`src/rtl/tsu_ts_arbiter.sv`:
```
// Merges RX/TX PTP time-stamp records into the single ptp_queue write port.
// Optional build macro TSU_ARB_RX_PRIORITY_EN selects fixed RX priority instead of round-robin.

module tsu_ts_arbiter_fifo #(
  parameter int DEPTH_LOG2 = 2,
  parameter int WIDTH      = 52
) (
  input  logic             gmii_clk,
  input  logic             rst,
  input  logic             push,
  input  logic [WIDTH-1:0] push_data,
  input  logic             pop,
  output logic [WIDTH-1:0] head,
  output logic             empty,
  output logic             full
);

  localparam int DEPTH = 2 ** DEPTH_LOG2;
  localparam logic [DEPTH_LOG2:0] PTR_ONE = {{DEPTH_LOG2{1'b0}}, 1'b1};

  logic [DEPTH_LOG2:0] wr_ptr;
  logic [DEPTH_LOG2:0] rd_ptr;
  logic [WIDTH-1:0]    mem [DEPTH];

  // Extra pointer MSB separates full from empty when the index bits match.
  assign empty = (wr_ptr == rd_ptr);
  assign full  = (wr_ptr[DEPTH_LOG2] != rd_ptr[DEPTH_LOG2]) &&
                 (wr_ptr[DEPTH_LOG2-1:0] == rd_ptr[DEPTH_LOG2-1:0]);
  assign head  = mem[rd_ptr[DEPTH_LOG2-1:0]];

  // NOTE: sequential state uses non-blocking assignments so every flop samples pre-edge values.
  always_ff @(posedge gmii_clk or posedge rst) begin
    if (rst) begin
      wr_ptr <= '0;
      rd_ptr <= '0;
    end else begin
      if (push && !full) wr_ptr <= wr_ptr + PTR_ONE;
      if (pop && !empty) rd_ptr <= rd_ptr + PTR_ONE;
    end
  end

  // NOTE: the storage array is deliberately not reset; the pointers alone define valid entries.
  always_ff @(posedge gmii_clk) begin
    if (push && !full) mem[wr_ptr[DEPTH_LOG2-1:0]] <= push_data;
  end

endmodule

module tsu_ts_arbiter #(
  parameter int DEPTH_LOG2   = 2,
  parameter int Q_FULL_LEVEL = 15
) (
  input  logic        gmii_clk,
  input  logic        rst,
  input  logic        rx_found,
  input  logic [51:0] rx_infor,
  input  logic        tx_found,
  input  logic [51:0] tx_infor,
  input  logic [3:0]  q_wrusedw,
  output logic        q_wr_en,
  output logic [55:0] q_wr_data,
  output logic [7:0]  rx_drop_cnt,
  output logic [7:0]  tx_drop_cnt,
  input  logic        clr_cnt
);

  typedef enum logic [1:0] {
    IDLE  = 2'd0,
    WRITE = 2'd1,
    HOLD  = 2'd2
  } state_t;

  localparam logic [4:0] Q_LIMIT = 5'(Q_FULL_LEVEL);

  state_t      state;
  state_t      next_state;
  logic        rx_empty;
  logic        rx_full;
  logic        tx_empty;
  logic        tx_full;
  logic [51:0] rx_head;
  logic [51:0] tx_head;
  logic        rx_ne;
  logic        tx_ne;
  logic        q_room;
  logic        grant;
  logic        sel_src;

  tsu_ts_arbiter_fifo #(.DEPTH_LOG2(DEPTH_LOG2), .WIDTH(52)) u_rx_fifo (
    .gmii_clk  (gmii_clk),
    .rst       (rst),
    .push      (rx_found),
    .push_data (rx_infor),
    .pop       (grant && !sel_src),
    .head      (rx_head),
    .empty     (rx_empty),
    .full      (rx_full)
  );

  tsu_ts_arbiter_fifo #(.DEPTH_LOG2(DEPTH_LOG2), .WIDTH(52)) u_tx_fifo (
    .gmii_clk  (gmii_clk),
    .rst       (rst),
    .push      (tx_found),
    .push_data (tx_infor),
    .pop       (grant && sel_src),
    .head      (tx_head),
    .empty     (tx_empty),
    .full      (tx_full)
  );

  // Registered occupancy flags: a record pushed at edge t is granted at edge t+2.
  always_ff @(posedge gmii_clk or posedge rst) begin
    if (rst) begin
      rx_ne <= 1'b0;
      tx_ne <= 1'b0;
    end else begin
      rx_ne <= !rx_empty;
      tx_ne <= !tx_empty;
    end
  end

  assign q_room = ({1'b0, q_wrusedw} < Q_LIMIT);

`ifdef TSU_ARB_RX_PRIORITY_EN
  assign sel_src = !rx_ne;
`else
  // last_grant holds the src bit of the most recent grant; after reset TX wins the first tie.
  logic last_grant;

  // NOTE: every always_comb output gets a default first so no latch is inferred.
  always_comb begin
    sel_src = tx_ne;
    if (rx_ne && tx_ne) sel_src = ~last_grant;
  end

  always_ff @(posedge gmii_clk or posedge rst) begin
    if (rst)        last_grant <= 1'b0;
    else if (grant) last_grant <= sel_src;
  end
`endif

  always_comb begin
    next_state = state;
    grant      = 1'b0;
    unique case (state)
      IDLE: begin
        if ((rx_ne || tx_ne) && q_room) begin
          grant      = 1'b1;
          next_state = WRITE;
        end
      end
      WRITE:   next_state = HOLD;
      HOLD:    next_state = IDLE;
      default: next_state = IDLE;
    endcase
  end

  always_ff @(posedge gmii_clk or posedge rst) begin
    if (rst) begin
      state     <= IDLE;
      q_wr_en   <= 1'b0;
      q_wr_data <= '0;
    end else begin
      state   <= next_state;
      q_wr_en <= (next_state == WRITE);
      if (grant) q_wr_data <= {3'b000, sel_src, sel_src ? tx_head : rx_head};
    end
  end

  // clr_cnt outranks a coincident drop; counts saturate at 255.
  always_ff @(posedge gmii_clk or posedge rst) begin
    if (rst) begin
      rx_drop_cnt <= '0;
      tx_drop_cnt <= '0;
    end else if (clr_cnt) begin
      rx_drop_cnt <= '0;
      tx_drop_cnt <= '0;
    end else begin
      if (rx_found && rx_full && rx_drop_cnt != 8'hFF) rx_drop_cnt <= rx_drop_cnt + 8'd1;
      if (tx_found && tx_full && tx_drop_cnt != 8'hFF) tx_drop_cnt <= tx_drop_cnt + 8'd1;
    end
  end

endmodule
```
`config.mk`:
```
export PLATFORM = sky130hd
export DESIGN_NAME = tsu_ts_arbiter
export DESIGN_NICKNAME = d
export VERILOG_FILES = /design/src/rtl/tsu_ts_arbiter.sv
export SDC_FILE = /design/constraint.sdc
export NUM_CORES = 1
export LEC_CHECK = 0
export ABC_CLOCK_PERIOD_IN_PS = 2670
export CAP_MARGIN = 10
export CORE_ASPECT_RATIO = 0.75
export CORE_MARGIN = 2
export CORE_UTILIZATION = 35
export CTS_CLUSTER_SIZE = 8
export DETAILED_ROUTE_END_ITERATION = 10
export PLACE_DENSITY_LB_ADDON = 0.25
export SLEW_MARGIN = 20
export SYNTH_ARGS = -nofsm -noshare
export SYNTH_HDL_FRONTEND = slang
export SYNTH_HIERARCHICAL = 1
export SYNTH_SLANG_ARGS = --single-unit
```
`constraint.sdc`:
```
create_clock -name gmii_clk -period 2.67 [get_ports gmii_clk]
set_input_delay 0.267 -clock gmii_clk [delete_from_list [all_inputs] [get_ports gmii_clk]]
set_output_delay 0.267 -clock gmii_clk [all_outputs]
set_load 0.05 [all_outputs]
```
* Yosys cells after proc, flatten, opt, wreduce, memory -nomap -nowiden *
Memories as Yosys holds them, arrays and structs flattened.
Index checks and enable logic that the tools add are counted.

word-level totals
  bits of input ports = 113
  output and inout bits = 73
  memory bits (writable) = 416
  register bits after elaboration = 87
  memories = 2

operators by class
  reduce and logical (&&, ||, !) cells = 23
  bitwise gates (word level) = 1
  order comparisons = 1
  eq/ne operators = 10
  muxes and demuxes = 14
  $add $sub $neg = 6

memories
  name           depth  width  rd ports  clocked after memory_dff  wr ports  RTL line  RTL
  u_rx_fifo.mem  4      52     1         0                         1         23        logic [WIDTH-1:0] mem [DEPTH];
  u_tx_fifo.mem  4      52     1         0                         1         23

operator list
  kind                   number
  $mux W52               1
  $mux W8                4
  $add A8 B1 Y8 const B  2
  $ne A8 B8 Y1 const B   2
  $logic_and A1 B1 Y1    14
  $add A3 B1 Y3 const B  4
  $mux W1                7
  $eq A3 B3 Y1           2
  $logic_not A1 Y1       5
  $eq A2 B1 Y1 const B   2
  $eq A2 B2 Y1           2
  $lt A4 B4 Y1 const B   1
  $pmux W2 S2            1
  $reduce_bool A2 Y1     2
  $logic_not A2 Y1       1
  $mux W2                1
  $ne A1 B1 Y1           2
  $logic_or A1 B1 Y1     1
  $not A1 Y1             1

* Longest topological paths before layout *
  depth after elaboration = 6
  depth in mapped cells = 9
  gate-level depth less buffers = 7

* Cells and area by module *
The synthesis kept the hierarchy.

modules (own cells, without submodules)
  module                            times used  area an instance (um2)  cells each  seq. area each (um2)
  tsu_ts_arbiter_fifo at u_tx_fifo  1           8013.9                  321         6396.1
  tsu_ts_arbiter_fifo at u_rx_fifo  1           8012.7                  321         6396.1
  tsu_ts_arbiter                    1           3349.5                  285         1851.8

* Least setup slack after synthesis *
OpenSTA, ideal clock, no wires.

  path kind = reg-to-reg
  from = register u_tx_fifo.wr_ptr[1]
  to = memory u_tx_fifo.mem[3][0] (enable)
  stages on the path, launching flop included = 3
  period minus slack after synthesis = 2.810 ns
  data required time = 2.235 ns
  buffers on the path = 0
  slack = -0.140 ns
  arrival time = 2.375 ns
  cell sequence = dfrtp_1 xnor2_1 a31oi_2

between the ends
  word-level cells in the longest chain between the ends = 6

RTL lines
  what                           RTL line  RTL
  from (decl)                    21        logic [DEPTH_LOG2:0] wr_ptr;
  from (signal assigned)         37        if (push && !full) wr_ptr <= wr_ptr + PTR_ONE;
  $eq A2 B2 Y1                   28        (wr_ptr[DEPTH_LOG2-1:0] == rd_ptr[DEPTH_LOG2-1:0]);
  $logic_and A1 B1 Y1            27        assign full = (wr_ptr[DEPTH_LOG2] != rd_ptr[DEPTH_LOG2]) &&
  $logic_not A1 Y1               44        if (push && !full) mem[wr_ptr[DEPTH_LOG2-1:0]] <= push_data;
  $logic_and A1 B1 Y1            44
  $mux W1                        44
  $mux W1 (implied by the code)  44
  to (decl)                      23

Several ways; a longest one is shown, not always the timed one.

* Worst setup path in the final report *
  from = register u_tx_fifo.rd_ptr[0]
  to = register tx_drop_cnt[5]

between the ends
  word-level cells in the longest chain between the ends = 5

RTL lines
  what                                 RTL line  RTL
  from (decl)                          22        logic [DEPTH_LOG2:0] rd_ptr;
  from (signal assigned)               38        if (pop && !empty) rd_ptr <= rd_ptr + PTR_ONE;
  $eq A2 B2 Y1                         28
  $logic_and A1 B1 Y1                  27
  via tx_full                          80        logic tx_full;
  $logic_and A1 B1 Y1 (2 in series)    180       if (tx_found && tx_full && tx_drop_cnt != 8'hFF) tx_drop_cnt <= tx_drop_cnt + 8'd1;
  $reduce_bool A2 Y1 (no source line)  -
  to (signal assigned)                 180
  to (decl)                            63        output logic [7:0] tx_drop_cnt,

The timed path passes the listed nets, and every way through them passes these cells.
A chain may end at the register's enable or synchronous reset.

==> impl_metrics.tcl <==
set metrics [dict create \
    numCtsBuffers 72 \
    htree_levels 3 \
    num-fill-cells 4608 \
    die_w_um 275.7 \
    yosysWarnings 6 \
    required_ns 3.17 \
    synth_area_per_cell_um2 20.90 \
    power_mw 29.34 \
    finalHoldViolCount 0 \
    grt_use_total_pct 16.31 \
    place_inst 1818 \
    worstPathArrival_ns 2.79 \
    ios 186 \
    clk_pin_slew_worst_paths_ns 0.05 \
    portBuffers 182 \
    maxCapViolCount 0 \
    netlist_top_cells_area "edfxtp_1, mux4_2, dfrtp_1, a221o_1, and2_1" \
    route.detailed.drc 0 \
    synthFlopType "edfxtp_1" \
    fin_crit_sh_pct 85.89 \
    synth_top_area_share_pct 64.47 \
    die_y_um 207.8 \
    cp-start-kind "flop" \
    insertion_delay_ns 0.58 \
    clock_skew_ns 0.01700 \
    synth_seq_cells 502 \
    hold_buffers 0 \
    layout_commonest_cell "edfxtp_1" \
    fin_crit_ns 2.293 \
    setup_viol 0 \
    dp_hpwl_um 27550 \
    antenna_found_initial 5 \
    cp_slowest_cell "dfrtp_4" \
    endpoint_kind "flop" \
    run_status "completed" \
    seq_area_frac_synth_pct 75.58 \
    via_per_inst 5.043 \
    p_leak_nw 8.265 \
    syn_area_um2 19380 \
    grt_pass1_wl_um 68360 \
    fin_area_um2 24430 \
    gp_congestion 0.7403 \
    cts_buffer_depth 3 \
    max_freq_mhz 436.0 \
    syn-instance-count 927 \
    ant_nets 0 \
    worst_path_largest_cell_delay_ns 0.50 \
    synth_cell_types 47 \
    grt_max_degree 58 \
    grt_pass1_vias 10380 \
    synthArstFlopShare_pct 17.13 \
    cp_max_fo 6 \
    syn_to_final_growth_pct 26.09 \
    tightestPinTransition_ns 1.013 \
    setup_tns_ns 0 \
    placed_cell_area_um2 22330 \
    drt_iter0_drc 882 \
    clk_root_buffer_cell "clkbuf_16" \
    post_cts_buffers 0 \
    wl_per_cell_um 23.38 \
    vias 9823 \
    drv_slew 0 \
    stdcell_count 1948 \
    layout.cells.most_common_list "edfxtp_1, clkdlybuf4s50_1, mux4_2, dfrtp_1, clkbuf_16" \
    synth_edf_count 416 \
    min_path_type "in -> async" \
    rsz0062_at_grt "false" \
    drt_pre_antenna_iters 5 \
    yosysTopAreaCell "edfxtp_1" \
    drive_gt1_share_pct 19.84 \
    path_cells "xnor2_2 -> nand3_2 -> inv_1 -> and2_1 -> o21ai_0 -> or3_1 -> a21oi_1" \
    cts_sinks 502 \
    start_util_pct 35.53 \
    core_um2 54530 \
    rows 74 \
    pwr_density_cell_nw_per_um2 1201 \
    path_class "reg -> reg" \
    cts_tree "done" \
    nNetsFinal 1295 \
    gr-total-overflow 0 \
    irDropWorstVdd_mv 0.7167 \
    totalWireLength_um 45550 \
    die-area_um2 57280 \
    relSlewSlack_pct 32.50 \
    post_cts_resized 0 \
]
==> path summary, 6_finish.rpt <==
kind	start	end	slack (ns)	cells past startpoint
setup / recovery	u_tx_fifo/rd_ptr[0]	tx_drop_cnt[5]	0.38	7
hold / removal	rst	u_tx_fifo/wr_ptr[2]	0.14	2
setup reg to reg	u_tx_fifo/rd_ptr[0]	tx_drop_cnt[5]	0.38	7
hold reg to reg	state[1]	state[1]	0.42	1
max in group asynchronous	rst	q_wr_data[14]	1.73	3
min in group gmii_clk	rx_infor[24]	u_rx_fifo/mem[3][24]	0.32	1
==> report_power, final <==
part	total [mW]	switching (mW)	internal, mW
Clock	8.42	3.21	5.21
Combinational	9.57	5.52	4.05
Sequential	11.4	0.797	10.6
Total	29.3	9.53	19.8
==> cells by family after synthesis <==
kind of cell / after synthesis / synth area share, %
XOR/XNOR: 24 / 1.317
AND/OR/NAND/NOR: 118 / 3.513
adder cells (fa/ha/maj): 12 / 0.7749
buffers and inverters: 64 / 1.950
other: 1 / 0.01935
multiplexers: 108 / 12.30
flip-flops: 502 / 75.58
AO/OA/AOI/OAI: 98 / 4.553
==> per-stage QoR <==
stage / setup slack [ns] / utilization (%) / hold slack (ns)
after floorplan: 0.1316 / - / 0.05796
after global placement: 0.3726 / 40.94 / 0.4094
after detailed placement: 0.2782 / 40.94 / 0.4148
after CTS: 0.3452 / 44.80 / 0.1274
after global routing: 0.1889 / 44.80 / 0.1620
final: 0.3767 / 44.80 / 0.1385
==> state kept, by name (all words and copies together), names as in the netlist, 3 cells and up <==
register          cells
u_rx_fifo/rd_ptr      3
rx_drop_cnt           8
u_rx_fifo/mem       208
u_rx_fifo/wr_ptr      3
tx_drop_cnt           8
u_tx_fifo/rd_ptr      3
u_tx_fifo/wr_ptr      3
q_wr_data            52
u_tx_fifo/mem       208
==> worst max-delay path, delay by kind of cell, from the launching register on <==
family,cells,cell delay (ns)
buf+inv,1,0.14
xor+xnor,1,0.38
flops,1,0.50
simple gates,3,0.81
compound gates,2,0.38
==> cell type report <==
class	count	area (um2)	share of cell area (%)
sequential	502	14660	60.00
multi-input combinational	363	4425	18.11
tap	722	903.4	3.697
clock inverter	2	28.78	0.1178
inverter	17	66.31	0.2714
clock buffer	127	2072	8.481
antenna	1	2.502	0.01024
timing repair buffer	214	2275	9.310
==> synth_stat cells, types with 3 or more instances <==
cell	instances
a221o_1	52
dfrtp_1	86
o21ai_0	4
ha_1	12
o31ai_1	11
xor2_2	4
clkbuf_1	7
nand2_1	11
and2_1	56
clkbuf_2	4
nand4_1	3
nand3_1	6
edfxtp_1	416
mux2i_1	4
xor2_1	10
buf_4	5
nor3_1	5
buf_2	19
nor2b_1	3
nor2_1	12
buf_6	12
or4_1	3
mux4_2	104
a211oi_2	4
a21oi_1	12
nand2b_1	6
inv_1	17
and3_1	8
xnor2_1	8
==> metal layers <==
metal | wire, um | up-vias | GRT usage (%)
met5 | 42 | - | 0
met4 | 792 | 8 | 4.157
met3 | 3022 | 69 | 4.708
met2 | 20050 | 273 | 23.42
met1 | 21640 | 5170 | 24.30
li1 | - | 4303 | -
(Power assumes the default switching activity.)
